==> src/rtl/pipeline_fetch.sv <==
// Instruction fetch stage: owns the PC, requests words from imem, buffers
// in-order responses and hands {inst, pc, pc+4} to decode.
//
// Ports:
//   clock, reset_n                 core clock, async active-low reset
//   imem_req_valid/ready/addr      word fetch request (addr = pc)
//   imem_resp_valid/data           in-order responses, always accepted
//   redirect_valid/pc              one-cycle redirect from branch/jump resolve
//   if_valid/ready/inst/pc/pc4     FIFO head presented to decode
//   fetch_fault                    misaligned redirect target held in FAULT
//
// Optional: define PIPELINE_FETCH_ALIGN_CHECK_EN to trap misaligned
// redirect targets in FAULT; otherwise redirect_pc[1:0] is forced to 00.
module pipeline_fetch #(
    parameter int          XLEN       = 32,
    parameter logic [31:0] RESET_PC   = 32'h0040_0000,
    parameter int          FIFO_DEPTH = 2
) (
    input  logic            clock,
    input  logic            reset_n,
    output logic            imem_req_valid,
    input  logic            imem_req_ready,
    output logic [XLEN-1:0] imem_req_addr,
    input  logic            imem_resp_valid,
    input  logic [XLEN-1:0] imem_resp_data,
    input  logic            redirect_valid,
    input  logic [XLEN-1:0] redirect_pc,
    output logic            if_valid,
    input  logic            if_ready,
    output logic [XLEN-1:0] if_inst,
    output logic [XLEN-1:0] if_pc,
    output logic [XLEN-1:0] if_pc4,
    output logic            fetch_fault
);

    localparam int AW = $clog2(FIFO_DEPTH);
    localparam int CW = AW + 1;
    localparam logic [CW:0] DEPTH_W = (CW+1)'(FIFO_DEPTH);

    typedef enum logic [1:0] {BOOT, RUN, FLUSH, FAULT} state_t;

    state_t          state;
    logic [XLEN-1:0] pc;
    logic [CW-1:0]   fifo_cnt;
    logic [CW-1:0]   outstanding;
    logic [CW-1:0]   drop_cnt;
    logic [AW-1:0]   rd_ptr;
    logic [AW-1:0]   wr_ptr;
    logic            fault_pend;

    logic [XLEN-1:0] fifo_inst [FIFO_DEPTH];
    logic [XLEN-1:0] fifo_pc   [FIFO_DEPTH];

    logic            redirect_act;
    logic [XLEN-1:0] tgt_pc;
    logic            misalign;
    logic            pop;
    logic            req_fire;
    logic            resp_wr;
    logic [XLEN-1:0] resp_pc;
    logic [CW-1:0]   drop_after;
    logic [CW:0]     inflight;
    logic [CW:0]     limit;

    assign redirect_act = redirect_valid && (state != BOOT);

`ifdef PIPELINE_FETCH_ALIGN_CHECK_EN
    assign tgt_pc   = redirect_pc;
    assign misalign = |redirect_pc[1:0];
`else
    assign tgt_pc   = redirect_pc & ~XLEN'(3);
    assign misalign = 1'b0;
`endif

    assign if_valid = (fifo_cnt != '0) && !redirect_act;
    assign pop      = if_valid && if_ready;

    // A slot freed by this cycle's pop counts as credit, so a 1-cycle
    // memory keeps the stage at one instruction per cycle.
    assign inflight = {1'b0, fifo_cnt} + {1'b0, outstanding};
    assign limit    = DEPTH_W + {{CW{1'b0}}, pop};

    assign imem_req_valid = (state == RUN) && !redirect_valid
                            && (inflight < limit);
    assign imem_req_addr  = pc;
    assign req_fire       = imem_req_valid && imem_req_ready;

    // In RUN all outstanding requests are contiguous and end at pc-4,
    // so the oldest one (the one responding now) is pc - 4*outstanding.
    assign resp_pc    = pc - (XLEN'(outstanding) << 2);
    assign resp_wr    = imem_resp_valid && (state == RUN) && !redirect_act;
    assign drop_after = outstanding - CW'(imem_resp_valid);

    assign if_inst = fifo_inst[rd_ptr];
`ifdef PIPELINE_FETCH_ALIGN_CHECK_EN
    assign if_pc       = (state == FAULT) ? pc : fifo_pc[rd_ptr];
    assign fetch_fault = (state == FAULT);
`else
    assign if_pc       = fifo_pc[rd_ptr];
    assign fetch_fault = 1'b0;
`endif
    assign if_pc4 = if_pc + XLEN'(4);

    always_ff @(posedge clock) begin
        if (resp_wr) begin
            fifo_inst[wr_ptr] <= imem_resp_data;
            fifo_pc[wr_ptr]   <= resp_pc;
        end
    end

    always_ff @(posedge clock or negedge reset_n) begin
        if (!reset_n) begin
            state       <= BOOT;
            pc          <= XLEN'(RESET_PC);
            fifo_cnt    <= '0;
            outstanding <= '0;
            drop_cnt    <= '0;
            rd_ptr      <= '0;
            wr_ptr      <= '0;
            fault_pend  <= 1'b0;
        end else begin
            outstanding <= outstanding + CW'(req_fire)
                           - CW'(imem_resp_valid);
            if (redirect_act) begin
                pc         <= tgt_pc;
                fifo_cnt   <= '0;
                rd_ptr     <= '0;
                wr_ptr     <= '0;
                // In FLUSH outstanding equals drop_cnt, so this also
                // keeps the remaining count for a redirect during FLUSH.
                drop_cnt   <= drop_after;
                fault_pend <= misalign;
                if (drop_after != '0)
                    state <= FLUSH;
                else if (misalign)
                    state <= FAULT;
                else
                    state <= RUN;
            end else begin
                if (req_fire)
                    pc <= pc + XLEN'(4);
                if (resp_wr)
                    wr_ptr <= wr_ptr + AW'(1);
                if (pop)
                    rd_ptr <= rd_ptr + AW'(1);
                fifo_cnt <= fifo_cnt + CW'(resp_wr) - CW'(pop);
                unique case (state)
                    BOOT:  state <= RUN;
                    RUN:   state <= RUN;
                    FLUSH: begin
                        if (imem_resp_valid) begin
                            drop_cnt <= drop_cnt - CW'(1);
                            if (drop_cnt == CW'(1))
                                state <= fault_pend ? FAULT : RUN;
                        end
                    end
                    FAULT: state <= FAULT;
                    default: state <= BOOT;
                endcase
            end
        end
    end

endmodule

==> config.mk <==
export PLATFORM = sky130hd
export DESIGN_NAME = pipeline_fetch
export DESIGN_NICKNAME = d
export VERILOG_FILES = /design/src/rtl/pipeline_fetch.sv
export SDC_FILE = /design/constraint.sdc
export NUM_CORES = 1
export LEC_CHECK = 0
export BUFFER_PORTS_ARGS = -buffer_cell sky130_fd_sc_hd__clkbuf_2
export CAP_MARGIN = 20
export CORE_MARGIN = 4
export CORE_UTILIZATION = 45
export CTS_CLUSTER_DIAMETER = 40
export CTS_CLUSTER_SIZE = 8
export DETAILED_ROUTE_END_ITERATION = 7
export GPL_TIMING_DRIVEN = 0
export PLACE_DENSITY = 0.72
export SLEW_MARGIN = 20
export SYNTH_ARGS = -nofsm -noshare
export SYNTH_HDL_FRONTEND = slang
export SYNTH_SLANG_ARGS = --single-unit
export TNS_END_PERCENT = 20
==> constraint.sdc <==
create_clock -name clock -period 3.9 [get_ports clock]
set_input_delay 1.17 -clock clock [delete_from_list [all_inputs] [get_ports clock]]
set_output_delay 1.17 -clock clock [all_outputs]
set_load 0.01 [all_outputs]
==> metrics.md, run 1 <==
| Metric | Value |
|---|---|
| Worst setup SP type | flop |
| Most common cell after layout, fill and taps aside | clkbuf_2 |
| Row cnt | 49 |
| Critical path arrival | about 2.7 ns |
| P_int | 0.00424 W |
| CTS Root Cell | clkbuf_16 |
| Port buffer count | approximately 190 |
| Avg WL per Cell | ~18 um |
| Number of max-slew violations in the final report | 0 |
| TritonRoute pass-1 iters | 5 |
| Cells after synthesis | 675 |
| CTS tree | built |
| Post-synthesis sequential area ratio | between 50% and 60% |
| Layout cell share with drive strength beyond 1 | between 30 and 40% |
| Max rail drop VDD | 0.000356 V |
| Synthesized area | between 8000 and 9000 um2 |
| Yosys cell types | 56 |
| Worst-path clk slew | 0.06 ns |
| Power, Total | between 0.006 and 0.007 W |
| P&R area growth vs syn | 27.1% |
| Clk pwr share | between 20% and 30% |
| Overall global routing resource usage | 20.3% |
| Synth Flop Type | edfxtp_1 |
| Yosys reg bits | between 150 and 200 |
| Placed Cells incl. Taps | 1105 |
| Measured slew at the worst slew-check pin | 0.917 ns |
| Pleak | between 4 and 5 nW |
| Drt drc | 0 |
| Hold Vio Cnt, Final | 0 |
| Die Y | 143 um |
| # nets final | about 1000 |
| Worst slack at placement | -1.60 ns |
| Met2 routed WL | 9690 um |
| Asr flop ratio synth | between 20% and 30% |
| Yosys warning count | 0 |
| HPWL Detailed | between 15000 and 20000 um |
| Worst setup slack after layout | around 0.07 ns |
| Met3 WL post-DR | 1450 um |
| DRT met1 WL | 9070 um |
| Die Wd | between 100 and 150 um |
| DIE AREA | around 20000 um2 |
| Number of flops mapped to enable cells by yosys | 124 |
| Commonest cells after routing, fill and taps aside | clkbuf_2 (192), edfxtp_1 (124), nand2_1 (65) |
| Core box area | between 15000 and 20000 um2 |
| Skew final | 0.00877 ns |
| Layout Cells excl Fill | 1155 |
| Vias | roughly 6100 |
| DR iter-0 viols | between 300 and 400 |
| Net Sw Frac | between 30% and 40% |
| Final worst path period need | approximately 3.8 ns |
| Starting density of the core | roughly 46% |
| CTS buffer count | 17 |
| Avg Inst Size Synth | 12.1 um2 |
| Pin count of the biggest net entering global routing | a little over 40 |
| Maxcap violations | 0 |
| First-pass GRT wire length | between 30000 and 40000 um |
| Htree depth | 4 |
| Vias per cell | approximately 5.3 |
| Slew Limit Headroom | 38.8% |
| Initial antenna violation count | 0 |
| Setup violations, final | 0 |
| Worst hold slack | 0.588 ns |
| Clock Sinks | 164 |
| Setup CP Type | flop to output pin |
| Fillers | 1530 |
| Crit share post-route | roughly 100% |
| DR top layer | met4 |
| Status | finished, final reports clean |
| Fmax achieved | roughly 260 MHz |
| RSZ-0062 raised after global routing | true |
| Net Sw Power | 0.00250 W |
| Antenna Nets Post-Route | 0 |
| Overall routed net length | between 20000 and 25000 um |
| Power Density | around 650 nW/um2 |
| CP max FO | 5 |
| HP Class | flop to flop |
| Diodes inserted | 0 |
| I/O pin cnt | 201 |
| Vias in the first global route | between 6000 and 7000 |
| CP required | about 2.7 ns |
| Combinational Power Share | between 30% and 40% |
| Worst Setup End Kind | output pin |
| Placer Congestion | around 0.84 |
| Clock latency on the worst-skew pair | 0.42 ns |
| Maximum buffer depth of the clock tree | 2 |
| Core Util, Final | roughly three fifths |
| Grt total ovfl | 0 |
| Sequential share of power | 37.9% |
-- critical path, cell delays in order, from the launching register on --
cell	delay, ns
dfrtp_2	0.44
buf_8	0.13
buf_12	0.13
mux2i_4	0.18
inv_2	0.08
ha_4	0.16
nand4b_1	0.12
a22oi_1	0.21
nand4_1	0.28
nor2_1	0.22
xor2_1	0.15
clkbuf_2	0.15
-- power groups by stage --
stage          Sequential (W)  Clock, W  Combinational (W)
3_5_place_dp          0.00258         0            0.00249
4_1_cts               0.00255   0.00161            0.00266
3_3_place_gp          0.00258         0            0.00241
6_report              0.00255   0.00158            0.00261
2_1_floorplan         0.00256         0            0.00153
5_1_grt               0.00259   0.00169            0.00288
-- cell families after synthesis --
kind of cell	synth area share [%]
other	0.0458
adders and majority gates	2.17
buffers and inverters	3.56
and+or+nand+nor	14.5
DFF	57.7
AOI/OAI and AO/OA	4.37
muxes	8.88
xor gates and xnor gates	8.77
-- through the flow --
stage               setup TNS (ns)  area, um2
floorplan                   -80.17       8210
global placement           -316.08       9450
detailed placement          -30.65       9560
CTS                         -0.536      10400
global route                -0.215      10400
finish                           0      10400
-- layer usage --
metal / global-route usage, % / vias up
met5: 0 / -
met4: 5.55 / 0
met3: 4.45 / 28
met2: 33.5 / 219
met1: 27.2 / 2934
li1: - / 2931
-- state kept, by name, indices dropped and copies added, names as in the netlist --
name,count
rd_ptr,1
wr_ptr,1
fifo_inst,64
drop_cnt,2
outstanding,2
imem_req_addr,30
state,2
fifo_pc,60
fifo_cnt,2
-- final cells by class --
class                           instances  area [um2]  share of cell area [%]
Buffer                                 40         230                    2.21
Clock buffer                           17         425                    4.09
Clock inverter                         15         136                    1.31
Inverter                               21        78.8                   0.757
Multi-Input combinational cell        452        3290                    31.7
Sequential cell                       164        4730                    45.4
Tap cell                              229         287                    2.75
Timing Repair Buffer                  217        1230                    11.8
-- final timing paths --
path / startpoint / endpoint / slack [ns] / cells past startpoint
setup / recovery: rd_ptr / if_pc4[26] / 0.07 / 11
hold / removal: drop_cnt[1] / drop_cnt[1] / 0.59 / 2
setup reg to reg: outstanding[0] / outstanding[1] / 0.73 / 12
hold reg to reg: drop_cnt[1] / drop_cnt[1] / 0.59 / 2
max in group asynchronous: reset_n / rd_ptr / 2.38 / 1
min in group asynchronous: reset_n / imem_req_addr[23] / 0.89 / 1
-- Yosys cell counts, types with 13 or more instances --
| library cell | instances | share of area (%) |
|---|---|---|
| mux2i_1 | 13 | 1.6 |
| nor3_1 | 13 | 0.79 |
| xnor2_1 | 55 | 5.9 |
| dfrtp_1 | 39 | 12 |
| nand4_1 | 18 | 1.4 |
| clkbuf_1 | 24 | 1.1 |
| o21ai_0 | 32 | 2.0 |
| nand3_1 | 18 | 1.1 |
| xor2_1 | 27 | 2.9 |
| nand2_1 | 65 | 3.0 |
| inv_1 | 21 | 0.96 |
| mux2_2 | 53 | 7.3 |
| nor2_1 | 37 | 1.7 |
| nor4_1 | 18 | 1.4 |
| edfxtp_1 | 124 | 45 |
-- timing repair --
| action | 4_1_cts | 5_1_grt |
|---|---|---|
| setup buffers | 16 | 6 |
| resized for setup | 34 | 10 |
| pin swaps | 7 | 9 |
| hold buffers | 0 | 0 |
| endpoints found under the setup margin | 68 | 16 |
Note: power is estimated with default switching activity, not from simulation.
==> run 2, diff against run 1 <==
--- a/config.mk
+++ b/config.mk
@@ -14,6 +14,7 @@
 export DETAILED_ROUTE_END_ITERATION = 7
 export GPL_TIMING_DRIVEN = 0
 export PLACE_DENSITY = 0.72
+export SETUP_SLACK_MARGIN = 0.1
 export SLEW_MARGIN = 20
 export SYNTH_ARGS = -nofsm -noshare
 export SYNTH_HDL_FRONTEND = slang
==> run 2 against run 1 <==
Effect of this change: utilization grew 0.33 points; sequential power barely moved; routed wire length is 1.2% higher; sequential share of layout area decreased by 0.26 points; clock skew is essentially flat; register-to-register slack is essentially flat; sequential cell count is the same; count of clock-buffer cells in the layout did not move; non-clock buffer count grew 3; hold slack better by 0.017 ns.
==> metrics.md, run 2 (synthesis gave the netlist of run 1 again) <==
| Metric | Value |
|---|---|
| Worst-path clk slew | 0.06 ns (about the same) |
| Die Y | 143 um (unchanged) |
| Most common cell after layout, fill and taps aside | clkbuf_2 |
| CTS Root Cell | clkbuf_16 |
| Worst R2R End | outstanding[1] |
| Drt drc | 0 (unchanged) |
| Final worst path period need | 3.81 ns (-0.0219 ns) |
| Critical hold path startpoint | drop_cnt[1] |
| Die Wd | 143 um (unchanged) |
| HP Class | flop to flop |
| CTS tree | built |
| # hold bufs at CTS | 0 (unchanged) |
| Max FFs per register | 64 (unchanged) |
| Placed cell area | 9560 um2 (unchanged) |
| Clock latency on the worst-skew pair | 0.42 ns (about the same) |
| Maxcap violations | 0 (unchanged) |
| Sequential share of power | 37.7% (-0.2 points) |
| Vias per cell | 5.30 (+0.13%) |
| RR Startpoint | outstanding[0] |
| Placer Congestion | 0.841 (unchanged) |
| Max rail drop VDD | 0.000370 V (+3.8%) |
| Clock Sinks | 164 (unchanged) |
| Diodes inserted | 0 (unchanged) |
| Slowest CP cell | dfrtp_2 |
| Layout cell share with drive strength beyond 1 | 37.7% (+0.63 points) |
| Grt total ovfl | 0 (unchanged) |
| Hold Vio Cnt, Final | 0 (unchanged) |
| Most flops, register | fifo_inst |
| Starting density of the core | 45.7% (unchanged) |
| Measured slew at the worst slew-check pin | 0.918 ns (+0.000466 ns) |
| RSZ-0062 raised after global routing | true |
| P&R area growth vs syn | 27.9% |
| TNS Setup | 0 ns (unchanged) |
| Placed Cells incl. Taps | 1105 (unchanged) |
| P_int | 0.00427 W (+0.75%) |
| First-pass GRT wire length | 32300 um (about the same) |
| Net Sw Frac | 37.1% (about the same) |
| Vias in the first global route | 6061 (-0.15%) |
| Power Density | 648 nW/um2 (+0.17%) |
| Setup CP Type | flop to output pin |
| Htree depth | 4 (unchanged) |
| Pin count of the biggest net entering global routing | 41 (unchanged) |
| Maximum buffer depth of the clock tree | 2 (unchanged) |
| Overall global routing resource usage | 20.2% (about the same) |
| Setup crit end | if_pc4[28] |
| DIE AREA | 20400 um2 (unchanged) |
| Crit share post-route | 97.7% (-0.56 points) |
| DR iter-0 viols | 311 (unchanged) |
| Combinational Power Share | 39.1% (+0.4 points) |
| Antenna Nets Post-Route | 0 (unchanged) |
| Clk pwr share | 23.2% (-0.2 points) |
| Status | finished, final reports clean |
| Flop-to-flop setup slack | 0.72 ns (about the same) |
| Setup violations, final | 0 (unchanged) |
| # nets final | 999 (+0.30%) |
| Initial antenna violation count | 0 (unchanged) |
| Port buffer count | 191 (unchanged) |
| Critical path arrival | 2.64 ns (-0.02 ns) |
| I/O pin cnt | 201 (unchanged) |
| Most common cell on crit path | buf_4 |
| Net Sw Power | 0.00252 W (+0.73%) |
| CTS buffer count | 17 (unchanged) |
| Critical Path Start | rd_ptr |
| Slew Limit Headroom | 38.8% (about the same) |
| Pleak | 4.13 nW (+0.87%) |
| Vias | 6136 (+0.39%) |
| Layout Cells excl Fill | 1158 (+0.26%) |
| Row cnt | 49 (unchanged) |
| Worst setup SP type | flop |
| Finished Cell Area | 10500 um2 (+0.56%) |
| Number of max-slew violations in the final report | 0 (unchanged) |
| CP max FO | 10 (+5) |
| Overall routed net length | 20800 um (+1.2%) |
| TritonRoute pass-1 iters | 5 (unchanged) |
| Power, Total | 0.00678 W (+0.74%) |
| HPWL Detailed | 15400 um (unchanged) |
| Reg2Reg Depth | 12 (unchanged) |
| Worst Setup End Kind | output pin |
| Crit path cell chain | buf_4 > buf_4 > buf_4 > nand4b_1 > a21oi_2 > nand4_1 > nor2_1 > xnor2_1 > buf_2 |
| Worst hold slack | 0.606 ns (+0.0174 ns) |
| CP required | 2.73 ns (about the same) |
| Commonest cells after routing, fill and taps aside | clkbuf_2 (185), edfxtp_1 (124), nand2_1 (64) |
| Core box area | 17900 um2 (unchanged) |
| Avg WL per Cell | 18.0 um (+0.89%) |
| Largest stage delay on the critical path | 0.44 ns (about the same) |
| Fmax achieved | 263 MHz (+0.58%) |
| Skew final | 0.00867 ns (-0.000101 ns) |
run 2: cell count changes in the layout (fill, tap and decap cells not counted), sizes merged:
cell / delta
clkbuf: -5
buf: +8
run 2: how the worst min path moves through the flow:
stage                           to  depth (start not counted)  slack (ns)
finish                 drop_cnt[1]                          2        0.61
global route           drop_cnt[1]                          2        0.63
CTS                    drop_cnt[1]                          2        0.59
detailed placement     drop_cnt[1]                          2        0.57
global placement       drop_cnt[1]                          2        0.55
floorplan           outstanding[0]                          1        0.53
run 2: what timing repair did:
| action | 4_1_cts | 5_1_grt |
|---|---|---|
| endpoints found under the hold margin | 0 | 0 |
| setup buffers | 16 | 8 |
| gates resized for setup | 37 | 23 |
| pin swaps | 7 | 19 |
| endpoints found under the setup margin | 77 | 18 |
run 2: metal layers:
layer	GRT usage, %	wire [um]	share of wire [%]
met5	0	0	0
met4	5.50	360	1.7
met3	4.45	1540	7.4
met2	33.5	9920	48
met1	27.1	9000	43
run 2: area by class of cell:
type	instances	area, um2
Buffer	41	243
Inverter	21	78.8
Clock buffer	17	425
Timing Repair Buffer	219	1250
Sequential cell	164	4730
Clock inverter	15	136
Multi-Input combinational cell	452	3320
Fill cell	1530	7440
Tap cell	229	287
run 2: metrics by stage:
step / worst slack (ns) / util [%]
after global placement: -2.32 / 52.8
final: 0.0916 / 58.5
after detailed placement: -1.60 / 53.4
after floorplan: -0.621 / -
after global routing: -0.0538 / 58.5
after CTS: -0.131 / 58.1
run 2: worst max-delay path, delay by kind of cell, from the launching register on:
family          cells  cell delay [ns]
compound gates      1             0.26
xor+xnor            1             0.15
buf+inv             4             0.64
flops               1             0.44
simple gates        3             0.74
run 2: power by group through the flow:
stage / Sequential (W) / Clock, W / Combinational (W)
after floorplan: 0.00256 / 0 / 0.00153
after global placement: 0.00258 / 0 / 0.00241
after detailed placement: 0.00258 / 0 / 0.00249
after CTS: 0.00255 / 0.00161 / 0.00266
after global routing: 0.00259 / 0.00169 / 0.00291
final: 0.00256 / 0.00157 / 0.00265
